`config.mk`:
```
export PLATFORM = sky130hd
export DESIGN_NAME = im_access_arbiter
export DESIGN_NICKNAME = d
export VERILOG_FILES = /design/src/rtl/im_arb_pkg.sv /design/src/rtl/im_starve_cnt.sv /design/src/rtl/im_access_arbiter.sv
export SDC_FILE = /design/constraint.sdc
export NUM_CORES = 1
export LEC_CHECK = 0
export CORE_MARGIN = 1
export CORE_UTILIZATION = 37
export CTS_CLUSTER_DIAMETER = 200
export CTS_CLUSTER_SIZE = 40
export DETAILED_ROUTE_END_ITERATION = 10
export PLACE_DENSITY = 0.95
export SYNTH_ARGS = -nofsm -noshare
export SYNTH_HDL_FRONTEND = slang
export SYNTH_SLANG_ARGS = --single-unit
```
`constraint.sdc`:
```
create_clock -name clk -period 4.2 [get_ports clk]
set_clock_uncertainty 0.2 [all_clocks]
set_input_delay 1.26 -clock clk [delete_from_list [all_inputs] [get_ports clk]]
set_output_delay 1.26 -clock clk [all_outputs]
set_load 0.01 [all_outputs]
```
`src/rtl/im_arb_pkg.sv`:
```
// Shared types and defaults for the instruction-memory access arbiter.
package im_arb_pkg;

  localparam int DEF_ADDR_W   = 16;
  localparam int DEF_DATA_W   = 16;
  localparam int STARVE_CNT_W = 4;

  typedef enum logic [1:0] {
    BOOT  = 2'd0,
    RUN   = 2'd1,
    DRAIN = 2'd2
  } arb_state_e;

endpackage

```
`src/rtl/im_starve_cnt.sv`:
```
// Saturating count of consecutive denied debug cycles; at_limit forces a debug grant.
module im_starve_cnt
  import im_arb_pkg::*;
#(
  parameter int LIMIT = 4
) (
  input  logic clk,
  input  logic rst_n,
  input  logic inc,
  input  logic clr,
  output logic at_limit
);

  localparam logic [STARVE_CNT_W-1:0] LIM = STARVE_CNT_W'(LIMIT);

  logic [STARVE_CNT_W-1:0] cnt;

  always_ff @(posedge clk) begin
    if (!rst_n) begin
      cnt <= '0;
    end else if (clr) begin
      cnt <= '0;
    end else if (inc && (cnt != LIM)) begin
      cnt <= cnt + 1'b1;
    end
  end

  assign at_limit = (cnt == LIM);

endmodule

```
`src/rtl/im_access_arbiter.sv`:
```
// Arbitrates the single-port instruction memory between CPU fetch and the debug/boot loader.
module im_access_arbiter
  import im_arb_pkg::*;
#(
  parameter int ADDR_W     = DEF_ADDR_W,
  parameter int DATA_W     = DEF_DATA_W,
  parameter int STARVE_LIM = 4
) (
  input  logic              clk,
  input  logic              rst_n,
  input  logic              boot_en,
  input  logic              cpu_req,
  input  logic [ADDR_W-1:0] cpu_addr,
  output logic [DATA_W-1:0] cpu_instr,
  output logic              cpu_vld,
  output logic              cpu_stall,
  input  logic              dbg_req,
  input  logic              dbg_we,
  input  logic [ADDR_W-1:0] dbg_addr,
  input  logic [DATA_W-1:0] dbg_wdata,
  output logic [DATA_W-1:0] dbg_rdata,
  output logic              dbg_ack,
  output logic [ADDR_W-1:0] mem_addr,
  output logic              mem_rd_en,
  output logic              mem_we,
  output logic [DATA_W-1:0] mem_wdata,
  input  logic [DATA_W-1:0] mem_rdata,
  output logic              mode_run
);

  arb_state_e state, state_next;
  logic       dbg_busy;
  logic       dbg_grant;
  logic       cpu_grant;
  logic       starve_at_limit;
  logic       starve_inc;
  logic       starve_clr;

  // dbg_busy marks the ack cycle of a debug access; it blocks re-grant and mode changes.
  always_comb begin
    state_next = state;
    dbg_grant  = 1'b0;
    cpu_grant  = 1'b0;
    cpu_stall  = cpu_req;
    case (state)
      BOOT: begin
        dbg_grant = dbg_req && !dbg_busy;
        cpu_stall = 1'b1;
        if (!boot_en && !dbg_busy) state_next = RUN;
      end
      RUN: begin
        if (dbg_req && !dbg_busy && (starve_at_limit || !cpu_req)) begin
          dbg_grant = 1'b1;
        end else if (cpu_req) begin
          cpu_grant = 1'b1;
        end
        cpu_stall = cpu_req && !cpu_grant;
        if (boot_en) state_next = DRAIN;
      end
      DRAIN: begin
        if (!dbg_busy) state_next = BOOT;
      end
      default: state_next = BOOT;
    endcase
  end

  always_comb begin
    mem_addr  = '0;
    mem_rd_en = 1'b0;
    mem_we    = 1'b0;
    mem_wdata = '0;
    if (dbg_grant) begin
      mem_addr  = dbg_addr;
      mem_we    = dbg_we;
      mem_rd_en = !dbg_we;
      mem_wdata = dbg_we ? dbg_wdata : '0;
    end else if (cpu_grant) begin
      mem_addr  = cpu_addr;
      mem_rd_en = 1'b1;
    end
  end

  assign starve_inc = (state == RUN) && dbg_req && !dbg_busy && !dbg_grant;
  assign starve_clr = (state != RUN) || !dbg_req || dbg_grant;

  im_starve_cnt #(
    .LIMIT(STARVE_LIM)
  ) u_starve_cnt (
    .clk     (clk),
    .rst_n   (rst_n),
    .inc     (starve_inc),
    .clr     (starve_clr),
    .at_limit(starve_at_limit)
  );

  // Read data is captured at the end of the grant cycle, so valid/ack land one cycle later.
  always_ff @(posedge clk) begin
    if (!rst_n) begin
      state     <= BOOT;
      dbg_busy  <= 1'b0;
      cpu_vld   <= 1'b0;
      cpu_instr <= '0;
      dbg_rdata <= '0;
    end else begin
      state    <= state_next;
      dbg_busy <= dbg_grant;
      cpu_vld  <= cpu_grant;
      if (cpu_grant) cpu_instr <= mem_rdata;
      if (dbg_grant && !dbg_we) dbg_rdata <= mem_rdata;
    end
  end

  assign dbg_ack  = dbg_busy;
  assign mode_run = (state == RUN);

endmodule

```
* Word-level counts from Yosys, hierarchy flattened
Cells that the tools add are included.
Storage, ports and cells: register bits 40, input bits 70
Cells by class: add/sub/neg operators 1, equality and inequality tests 8, muxes and demuxes 18, bitwise operators 1, reduce and logical (&&, ||, !) cells 22
Operators by type and width (number):
- two-way mux 16 bit | 4
- logical AND 1 bit | 9
- two-way mux 1 bit | 8
- logical NOT 1 bit | 7
- two-way mux 2 bit | 3
- inequality test 2 bit, second input constant | 3
- case mux 2 bit (3 select lines) | 1
- adder 4 x 1 -> 4 bit, second input constant | 1
- equality test 4 x 3 -> 1 bit, second input constant | 1
- inequality test 4 x 3 -> 1 bit, second input constant | 1
- case mux 1 bit (2 select lines) | 2
- logical OR 1 bit | 3
- AND reduction 3 bit | 1
- equality test 2 x 1 -> 1 bit, second input constant | 1
- equality test 2 bit, second input constant | 1
- logical NOT 2 bit | 1
- inequality test 2 x 1 -> 1 bit, second input constant | 1
- OR reduction 2 bit | 1
- inverter 1 bit | 1

* Depth between registers and ports, before layout
Gate-level depths: netlist of run 1.
depth in word-level cells 8, mapped depth 7, gate-level depth less buffers 5

* Hierarchy
From an unflattened synthesis of run 1, not the netlist that was laid out.
Second synthesis, totals: cell total of the unflattened synthesis 210, area total of the unflattened synthesis 1895.6 µm²
By module, submodules not included:
- im_access_arbiter | times used 1, cells each 184, area each 1691.6 µm², sequential area each 720.7 µm²
- im_starve_cnt | times used 1, cells each 26, area each 203.9 µm², sequential area each 80.1 µm²

* Least setup slack after synthesis of run 1
Ideal clock, no wire load.
path type input to output, from in dbg_req, to out mem_wdata[10], arrival 2.160 ns, required time 2.740 ns, setup slack 0.580 ns, stages on the path 5, buffers on the path 2, path through nand2b_1 a311oi_2 buf_4 clkbuf_2 and3_1
On the way: cells in the longest elaborated chain, start to end 5
RTL lines:
- start: declaration | RTL line im_access_arbiter.sv:17 | input logic dbg_req,
- logical AND 1 bit * | RTL line im_access_arbiter.sv:47, im_access_arbiter.sv:52
- logical AND 1 bit | RTL line im_access_arbiter.sv:52 | if (dbg_req && !dbg_busy && (starve_at_limit || !cpu_req)) begin
- two-way mux 1 bit | RTL line im_access_arbiter.sv:52
- case mux 1 bit (2 select lines) * | RTL line im_access_arbiter.sv:45 | case (state)
- two-way mux 16 bit * | RTL line im_access_arbiter.sv:72 | if (dbg_grant) begin
- end: declaration | RTL line im_access_arbiter.sv:26 | output logic [DATA_W-1:0] mem_wdata,
Mark *: on every way between the ends. The rest lies on a longest branch, timed or not.

* Final worst setup path of run 1
from in dbg_req, to out mem_addr[12]
On the way: cells in the longest elaborated chain, start to end 7, elaborated cells between the ends (all ways) 9, classes of those cells mux: 7; reduce/logical: 2
RTL lines:
- logical AND 1 bit * | RTL line im_access_arbiter.sv:47, im_access_arbiter.sv:52
- logical AND 1 bit | RTL line im_access_arbiter.sv:52
- two-way mux 1 bit | RTL line im_access_arbiter.sv:52
- two-way mux 1 bit (2 in series) | RTL line im_access_arbiter.sv:45
- two-way mux 16 bit | RTL line im_access_arbiter.sv:77 | end else if (cpu_grant) begin
- two-way mux 16 bit * | RTL line im_access_arbiter.sv:72
- end: declaration | RTL line im_access_arbiter.sv:23 | output logic [ADDR_W-1:0] mem_addr,
Mark *: on every way between the ends. The rest lies on a longest branch, timed or not. The select of a mux whose other input is x is not followed.

==> results of run 1 <==
==> Yosys cell counts, types with 3 or more instances <==
master    count
nand2_1      50
dfxtp_1      40
mux2i_1      32
a22o_1       16
and3_1       16
clkbuf_1      8
and2_1        4
buf_4         4
a211oi_1      3
==> layout make-up <==
cell class / count / area (um2)
inverters: 2 / 7.507
clock buffers: 6 / 72.57
clock inverters: 2 / 35.03
multi-input cells: 149 / 1046
well taps: 70 / 87.58
flip-flops and latches: 40 / 800.8
fillers: 402 / 1496
repair buffers: 155 / 1529
==> metal layers <==
layer | share of wire, % | wire [um] | up-vias | global-route usage, %
met3 | 11 | 645 | 13 | 7.453
met2 | 51 | 3060 | 92 | 39.14
li1 | - | - | 1017 | -
met1 | 35 | 2117 | 957 | 19.92
met5 | 0 | 0 | - | 0
met4 | 3.0 | 182 | 0 | 9.434
==> worst max-delay path: stages <==
cell	delay, ns
dlygate4sd2_1	0.22
nand2b_1	0.07
buf_4	0.14
o211a_4	0.28
bufbuf_16	0.28
a22o_1	0.16
dlygate4sd2_1	0.28
==> cell families after synthesis <==
logic type / count (synthesis)
compound gates: 27
simple gates: 88
flops: 40
mux: 32
buf+inv: 19
fa+ha+maj: 2
==> power groups by stage <==
| stage | Clock (mW) | Sequential (mW) | Combinational, mW |
|---|---|---|---|
| detailed placement | 0 | 0.413 | 0.246 |
| CTS | 0.313 | 0.404 | 0.245 |
| global route | 0.326 | 0.406 | 0.261 |
| finish | 0.307 | 0.404 | 0.243 |
| global placement | 0 | 0.412 | 0.242 |
| floorplan | 0 | 0.418 | 0.0876 |
==> state kept, by name, summed over array words and instances, names as in the netlist <==
signal            count
dbg_ack               1
u_starve_cnt.cnt      4
cpu_instr            16
dbg_rdata            16
cpu_vld               1
state                 2
==> stage by stage <==
step                      utilization [%]  instance area (um2)
after floorplan                         -                 1942
after global placement              67.50                 3426
after detailed placement            67.50                 3426
after CTS                           70.46                 3576
after global routing                70.51                 3578
final                               70.51                 3578
==> layout by cell type (no fill, tap or decap), types with 3 or more instances in the layout <==
master and instances:
buf_4 12, dlygate4sd2_1 34, and2_1 4, dfxtp_1 40
a211oi_1 3, and3_1 16, clkbuf_8 5, clkdlybuf4s50_1 101
nand2_1 50, a22o_1 16, mux2i_1 32
==> repair_timing <==
item                                    CTS  global route
resized for setup                        46             2
buffers inserted                          4             0
pin swaps                                 2             0
gates cloned                              2             0
hold endpoints to repair                  0             0
endpoints found under the setup margin   35             2
==> how the worst max path moves through the flow <==
stage	end	start	cells past startpoint
after CTS	mem_addr[10]	dbg_req	7
final	mem_addr[12]	dbg_req	7
after global routing	mem_addr[4]	dbg_req	7
after global placement	mem_wdata[13]	dbg_req	6
after detailed placement	mem_wdata[7]	dbg_req	6
after floorplan	mem_wdata[10]	dbg_req	5
==> key figures, run 1 <==
Logic synthesis
  – Post-synthesis xor/xnor area fraction: 0%
  – Compound-gate portion of the synthesized area: 11.98%
  – Largest family of logic cells by synthesized area: simple AND/OR/NAND/NOR gates
  – Post-Synthesis Cells: 208
  – Syn_nets: 280
  – Fraction of the mapped netlist area in adder cells: 1.289%
  – Cell Area, Synth: 1942 um2
  – Flops & latches, synth: 40
  – Area leader, netlist: dfxtp_1
  – Dominant synthesized flop cell: dfxtp_1
  – Syn Area/Cell: 9.336 um2
  – Synth warnings: 0
  – Post-synth top area share: 41.24%
  – Simple-gate share of the synthesized area: 23.13%
  – Seq/Total Area, Yosys: 41.24%
  – Synth async-reset ratio: 0%
  – Post-synth EDFFs: 0
  – Synth cell types: 36
  – Top post-synthesis cells by area: dfxtp_1 (41%), mux2i_1 (16%), nand2_1 (9.7%)
  – Mux contribution to synthesized area: 16.49%

Power and ir drop
  – Sw Ratio: 24.30%
  – Combinational Power Share: 25.5%
  – Max VDD drop: 342.9 uV
  – Power density cells: 266.6 nW/um2
  – Sw Pwr: 231.9 uW
  – Total power: 954.1 uW
  – P_leak: 1.615 nW
  – Clock network power share: 32.2%
  – Sequential share of power: 42.4%
  – Internal power: 722.2 uW

Setup path
  – Critical path capture point type: primary output
  – CP Launch Type: primary input
  – Crit path DAT: 2.69 ns
  – Critical path type: in2out
  – Worst-case reg-to-reg path depth: 7
  – RR Endpoint: cpu_instr[8]
  – Worst Path Required: 2.74 ns
  – FF-to-FF Start: u_starve_cnt.cnt[0]
  – R2R setup slack: 2.23 ns
  – Crit-path max FO: 8

Floorplanning
  – Starting Density: 38.26%
  – Die ar.: 5542 um2
  – # IOs: 140
  – Core area: 5075 um2
  – Die Ht: 74.45 um
  – Die Width: 74.45 um
  – Floorplan row count: 26

Clocking
  – Max clock buf depth: 2
  – Clock root buffer: clkbuf_8
  – Worst-Skew Late Latency: 0.28 ns
  – Clock Pin Slew Worst Setup and Hold Paths: 0.07 ns
  – CTS tree: yes
  – Num CTS Buffers: 5
  – CTS H-Tree Depth: 2
  – Hold_buf cts: 0
  – Clock Sink Count: 40

Timing
  – Worst-Margin Slew: 0.3236 ns
  – Total Neg Setup Slack: 0 ns
  – # setup viols final: 0
  – Post-layout min period: 4.152 ns
  – Maximum clock rate: 240.9 MHz
  – Max-slew headroom: 78.43%
  – Min Hold Slack: 0.2585 ns
  – Final worst-path cycle share: 98.85%
  – Max Slew Vio Count: 0
  – Fin worst setup slack: 0.04819 ns
  – Fin. Hold Viols: 0
  – RSZ-0062 raised after global routing: no

Routing
  – Post-route DRC: 0
  – Via-to-Cell Ratio: 4.903
  – DR pass1 iterations: 4
  – Remaining antenna violation count after routing: 0
  – Post-Route WL: 6006 um
  – Wire length per cell: 14.17 um
  – Via count: 2079
  – DR iter-0 viols: 32

GRT
  – First-pass GRT wire length: 8728 um
  – Vias in the first global route: 1929
  – Grt ovf: 0
  – Total track usage: 20.73%
  – Antenna violations before repair: 0
  – Largest net degree at the start of global routing: 37

Placement
  – Placed cell count: 410
  – RD Place Congestion: 0.8058
  – Port Buf Inserts: 139
  – DP HPWL: 4541 um
  – Dpl ws: -0.4264 ns

Outcome
  – Outcome: finished clean

Min path
  – Worst min path class: reg2reg
  – Hold Path End: dbg_rdata[6]
  – Hold depth: 2
  – Worst hold start: dbg_rdata[6]

Cells and area
  – Layout area overhead: 84.28%
  – # nets final: 425
  – Layout cells sized above 1: 8.475%
  – N_diodes: 0
  – Fin cells: 424

Run
  – Max Cap Viol: 0
Note: power is estimated with default switching activity, not from simulation.
==> run 2: changes to the inputs <==
--- a/config.mk
+++ b/config.mk
@@ -6,11 +6,12 @@
 export NUM_CORES = 1
 export LEC_CHECK = 0
 export CORE_MARGIN = 1
-export CORE_UTILIZATION = 37
+export CORE_UTILIZATION = 31
 export CTS_CLUSTER_DIAMETER = 200
 export CTS_CLUSTER_SIZE = 40
 export DETAILED_ROUTE_END_ITERATION = 10
-export PLACE_DENSITY = 0.95
+export PLACE_DENSITY = 0.87
+export SETUP_SLACK_MARGIN = 0.5
 export SYNTH_ARGS = -nofsm -noshare
 export SYNTH_HDL_FRONTEND = slang
 export SYNTH_SLANG_ARGS = --single-unit
==> constraint.sdc (replaced) <==
create_clock -name clk -period 3.75 [get_ports clk]
set_clock_uncertainty 0.2 [all_clocks]
set_input_delay 1.125 -clock clk [delete_from_list [all_inputs] [get_ports clk]]
set_output_delay 1.125 -clock clk [all_outputs]
set_load 0.01 [all_outputs]
==> key figures, run 2 (same netlist as run 1, synthesis figures left out) <==
Clocking
  – Clock Sink Count: 40
  – Num CTS Buffers: 5
  – Clock Pin Slew Worst Setup and Hold Paths: 0.07 ns
  – Max clock buf depth: 2
  – Clock root buffer: clkbuf_8
  – Worst-Skew Late Latency: 0.28 ns
  – CTS H-Tree Depth: 2
  – CTS tree: yes

Power and ir drop
  – Sw Ratio: 24.75%
  – Max VDD drop: 239.9 uV
  – Sequential share of power: 42.7%
  – Internal power: 797.7 uW
  – Total power: 1.060 mW
  – Power density cells: 279.2 nW/um2
  – Clock network power share: 27.1%
  – Combinational Power Share: 30.2%
  – P_leak: 1.577 nW
  – Sw Pwr: 262.3 uW

Timing
  – Post-layout min period: 3.545 ns
  – Max Slew Vio Count: 0
  – Maximum clock rate: 282.1 MHz
  – RSZ-0062 raised after global routing: yes
  – Fin. Hold Viols: 0
  – # setup viols final: 0
  – Max-slew headroom: 80.36%
  – Fin worst setup slack: 0.2054 ns
  – Worst-Margin Slew: 0.2946 ns
  – Final worst-path cycle share: 94.52%

Setup path
  – FF-to-FF Start: u_starve_cnt.cnt[0]
  – R2R setup slack: 1.84 ns
  – Critical path capture point type: primary output
  – Worst setup endpoint: mem_wdata[5]
  – Crit-path max FO: 4
  – Crit path DAT: 2.22 ns
  – Worst Path Required: 2.42 ns
  – RR Endpoint: u_starve_cnt.cnt[2]
  – Critical path type: in2out
  – Worst-case reg-to-reg path depth: 8
  – CP startpoint: cpu_req
  – CP Launch Type: primary input

Placement
  – Area after DPL: 3492 um2
  – Dpl ws: -0.5558 ns
  – DP HPWL: 4784 um
  – Port Buf Inserts: 139
  – RD Place Congestion: 0.7981

Floorplanning
  – Die Width: 81.15 um
  – Core area: 5991 um2
  – Die Ht: 81.15 um
  – # IOs: 140
  – Starting Density: 32.41%
  – Die ar.: 6585 um2
  – Floorplan row count: 28

Cells and area
  – # nets final: 430
  – Layout area overhead: 95.49%
  – Post-route cell area: 3796 um2
  – Commonest non-fill, non-tap cell in the layout: clkdlybuf4s50_1
  – Largest regs: cpu_instr x16, dbg_rdata x16, u_starve_cnt.cnt x4
  – N_diodes: 0
  – Layout cells sized above 1: 22.84%
  – Final Core Density: 63.37%
  – Commonest non-fill, non-tap cells in the layout: clkdlybuf4s50_1 (101), nand2_1 (50), dfxtp_1 (40)

GRT
  – Total track usage: 18.98%
  – First-pass GRT wire length: 9480 um
  – Largest net degree at the start of global routing: 54
  – Antenna violations before repair: 0
  – Grt ovf: 0
  – Vias in the first global route: 2048

Routing
  – Wire length per cell: 14.83 um
  – DR iter-0 viols: 35
  – DR pass1 iterations: 4
  – Remaining antenna violation count after routing: 0
  – Post-route DRC: 0
  – Via-to-Cell Ratio: 4.806
  – Via count: 2086
  – Post-Route WL: 6435 um

Outcome
  – Outcome: finished clean

Run
  – Max Cap Viol: 0

Min path
  – Worst min path class: reg2reg
## run 2: changes by cell type in the layout (fill, tap and decap cells not counted), moves of 2 or more
cell / change
dlygate4sd2_1: -34
and3_1: -12
clkdlybuf4s15_1: -2
buf_16: +2
buf_8: +2
buf_2: +5
buf_4: -3
buf_12: +3
clkdlybuf4s15_2: +15
buf_6: +18
and3_4: +12
## run 2: how the worst min path moves through the flow
stage	startpoint	endpoint	slack (ns)	cells after the start
2_1_floorplan	u_starve_cnt.cnt[3]	u_starve_cnt.cnt[3]	0.26	2
3_3_place_gp	cpu_instr[6]	cpu_instr[6]	0.24	2
3_5_place_dp	cpu_instr[10]	cpu_instr[10]	0.25	2
4_1_cts	cpu_instr[12]	cpu_instr[12]	0.26	2
5_1_grt	dbg_rdata[11]	dbg_rdata[11]	0.28	2
6_report	dbg_rdata[2]	dbg_rdata[2]	0.26	2
## run 2: per-layer routing
layer  routed length (um)  share of wire, %  track usage [%]
met5                    0                 0                0
met2                 3382                53            37.23
met3                  613               9.5            5.618
met4                  110               1.7            6.429
met1                 2329                36            18.64
## run 2: final cells by class
type,count,area (um2)
inverters,2,7.507
fillers,508,2195
flip-flops and latches,40,800.8
multi-input cells,149,1106
repair buffers,160,1698
clock buffers,8,90.09
well taps,75,93.84
## run 2: what timing repair did
item / 4_1_cts / 5_1_grt
pin swaps: 6 / 3
resized for setup: 158 / 6
buffers inserted: 8 / 1
setup endpoints to repair: 35 / 35
hold buffers: 0 / 0
cloned: 3 / 0
endpoints found under the hold margin: 0 / 0
## run 2: stage by stage
| step | instances | hold WS (ns) | setup TNS, ns |
|---|---|---|---|
| floorplan | 208 | 0.2649 | 0 |
| global placement | 414 | 0.2426 | -16.72 |
| detailed placement | 414 | 0.2513 | -17.56 |
| CTS | 433 | 0.2649 | 0 |
| global route | 434 | 0.2834 | 0 |
| finish | 434 | 0.2609 | 0 |
## run 2: critical path, stage by stage
cell and delay, ns:
buf_8 0.10, a311oi_4 0.27, buf_6 0.17, buf_12 0.10, buf_12 0.09, buf_12 0.09
and3_4 0.17, buf_6 0.09
## run 2: power groups by stage
stage               sequential, mW  combinational [mW]  clock, mW
floorplan                    0.468               0.107          0
global placement             0.462               0.282          0
detailed placement           0.462               0.285          0
CTS                          0.453               0.321      0.300
global route                 0.455               0.341      0.319
finish                       0.453               0.320      0.287
==> run 3: changes to the inputs <==
--- a/config.mk
+++ b/config.mk
@@ -10,6 +10,7 @@
 export CTS_CLUSTER_DIAMETER = 200
 export CTS_CLUSTER_SIZE = 40
 export DETAILED_ROUTE_END_ITERATION = 10
+export MAX_ROUTING_LAYER = met4
 export PLACE_DENSITY = 0.87
 export SETUP_SLACK_MARGIN = 0.5
 export SYNTH_ARGS = -nofsm -noshare
==> key figures, run 3 (same netlist as run 1, synthesis figures left out) <==
Floorplanning
  – Core area: 5991 um2
  – Die Width: 81.15 um
  – Floorplan row count: 28
  – Die ar.: 6585 um2
  – Starting Density: 32.41%
  – # IOs: 140
  – Die Ht: 81.15 um

Power and ir drop
  – P_leak: 1.577 nW
  – Sequential share of power: 42.7%
  – Clock network power share: 27.1%
  – Sw Pwr: 262.4 uW
  – Power density cells: 279.3 nW/um2
  – Internal power: 797.7 uW
  – Combinational Power Share: 30.2%
  – Sw Ratio: 24.76%
  – Max VDD drop: 239.3 uV

Clocking
  – Max clock buf depth: 2
  – CTS tree: yes
  – Clock root buffer: clkbuf_8
  – Worst-Skew Late Latency: 0.28 ns
  – Num CTS Buffers: 5
  – Clock Pin Slew Worst Setup and Hold Paths: 0.07 ns
  – Hold_buf cts: 0
  – Clock Sink Count: 40
  – CTS H-Tree Depth: 2

Outcome
  – Outcome: finished clean

Timing
  – Total Neg Setup Slack: 0 ns
  – Max Slew Vio Count: 0
  – Max-slew headroom: 80.37%
  – Fin. Hold Viols: 0
  – # setup viols final: 0
  – Fin worst setup slack: 0.2054 ns
  – Worst-Margin Slew: 0.2945 ns
  – Post-layout min period: 3.545 ns
  – Maximum clock rate: 282.1 MHz
  – Final worst-path cycle share: 94.52%
  – RSZ-0062 raised after global routing: yes

GRT
  – Total track usage: 19.54%
  – Grt ovf: 0
  – First-pass GRT wire length: 9466 um
  – Antenna violations before repair: 0
  – Largest net degree at the start of global routing: 54
  – Vias in the first global route: 2048

Placement
  – Dpl ws: -0.5558 ns
  – Port Buf Inserts: 139
  – Placed cell count: 414
  – RD Place Congestion: 0.8095
  – DP HPWL: 4784 um
  – Area after DPL: 3492 um2

Cells and area
  – Largest regs: cpu_instr x16, dbg_rdata x16, u_starve_cnt.cnt x4
  – Fillers: 508
  – Layout area overhead: 95.49%
  – Fin cells: 434
  – Post-route cell area: 3796 um2
  – Commonest non-fill, non-tap cells in the layout: clkdlybuf4s50_1 (101), nand2_1 (50), dfxtp_1 (40)
  – # nets final: 430
  – N_diodes: 0
  – FF+latch area: 800.8 um2
  – Layout cells sized above 1: 22.84%
  – Multi-input logic area: 1106 um2
  – Commonest non-fill, non-tap cell in the layout: clkdlybuf4s50_1
  – Final Core Density: 63.37%

Setup path
  – Critical path capture point type: primary output
  – Critical path type: in2out
  – Crit path DAT: 2.22 ns
  – Worst Path Required: 2.42 ns
  – Crit-path max FO: 4
  – Worst-case reg-to-reg path depth: 8
  – CP Launch Type: primary input

Routing
  – Post-route DRC: 0
  – Via count: 2095
  – DR pass1 iterations: 4
  – DR iter-0 viols: 44
  – Remaining antenna violation count after routing: 0
  – Via-to-Cell Ratio: 4.827
  – Wire length per cell: 14.86 um
  – Post-Route WL: 6450 um

Min path
  – Worst min path class: reg2reg
  – Hold depth: 2

Run
  – Max Cap Viol: 0
run 3: critical path, stage by stage:
cell      delay [ns]
buf_8           0.10
a311oi_4        0.27
buf_6           0.17
buf_12          0.10
buf_12          0.09
buf_12          0.09
and3_4          0.17
buf_6           0.09
run 3: metal layers:
| layer | global-route usage [%] | vias to the layer above | wire length [um] |
|---|---|---|---|
| li1 | - | 1032 | - |
| met1 | 19.05 | 963 | 2359 |
| met2 | 37.14 | 94 | 3397 |
| met3 | 5.056 | 6 | 582 |
| met4 | 6.429 | 0 | 110 |
| met5 | - | - | 0 |
run 3: final timing paths:
kind	endpoint	slack, ns	startpoint
worst max register to register	u_starve_cnt.cnt[2]	1.84	u_starve_cnt.cnt[0]
worst max-delay path	mem_wdata[5]	0.21	cpu_req
worst min-delay path	dbg_rdata[2]	0.26	dbg_rdata[2]
worst min register to register	dbg_rdata[2]	0.26	dbg_rdata[2]
run 3: power by group through the flow:
stage	logic (mW)	clock network, mW	registers, mW
final	0.320	0.287	0.453
after global routing	0.341	0.320	0.455
after CTS	0.321	0.300	0.453
after detailed placement	0.285	0	0.462
after global placement	0.282	0	0.462
after floorplan	0.107	0	0.468
run 3: final cells by class:
| type | count | share of cell area, % |
|---|---|---|
| Multi-Input combinational cell | 149 | 29.14 |
| Sequential cell | 40 | 21.09 |
| Tap cell | 75 | 2.472 |
| Timing Repair Buffer | 160 | 44.73 |
| Clock buffer | 8 | 2.373 |
| Inverter | 2 | 0.1978 |
run 3: what timing repair did:
item	in CTS	in global routing
cloned	3	0
pin swaps	6	3
resized for setup	158	6
buffers inserted	8	1
endpoints found under the setup margin	35	35
run 3: stage by stage:
| stage | hold WS (ns) | power [mW] |
|---|---|---|
| 3_5_place_dp | 0.2513 | 0.7471 |
| 3_3_place_gp | 0.2426 | 0.7434 |
| 5_1_grt | 0.2834 | 1.116 |
| 6_report | 0.2609 | 1.060 |
| 2_1_floorplan | 0.2649 | 0.5749 |
| 4_1_cts | 0.2649 | 1.074 |
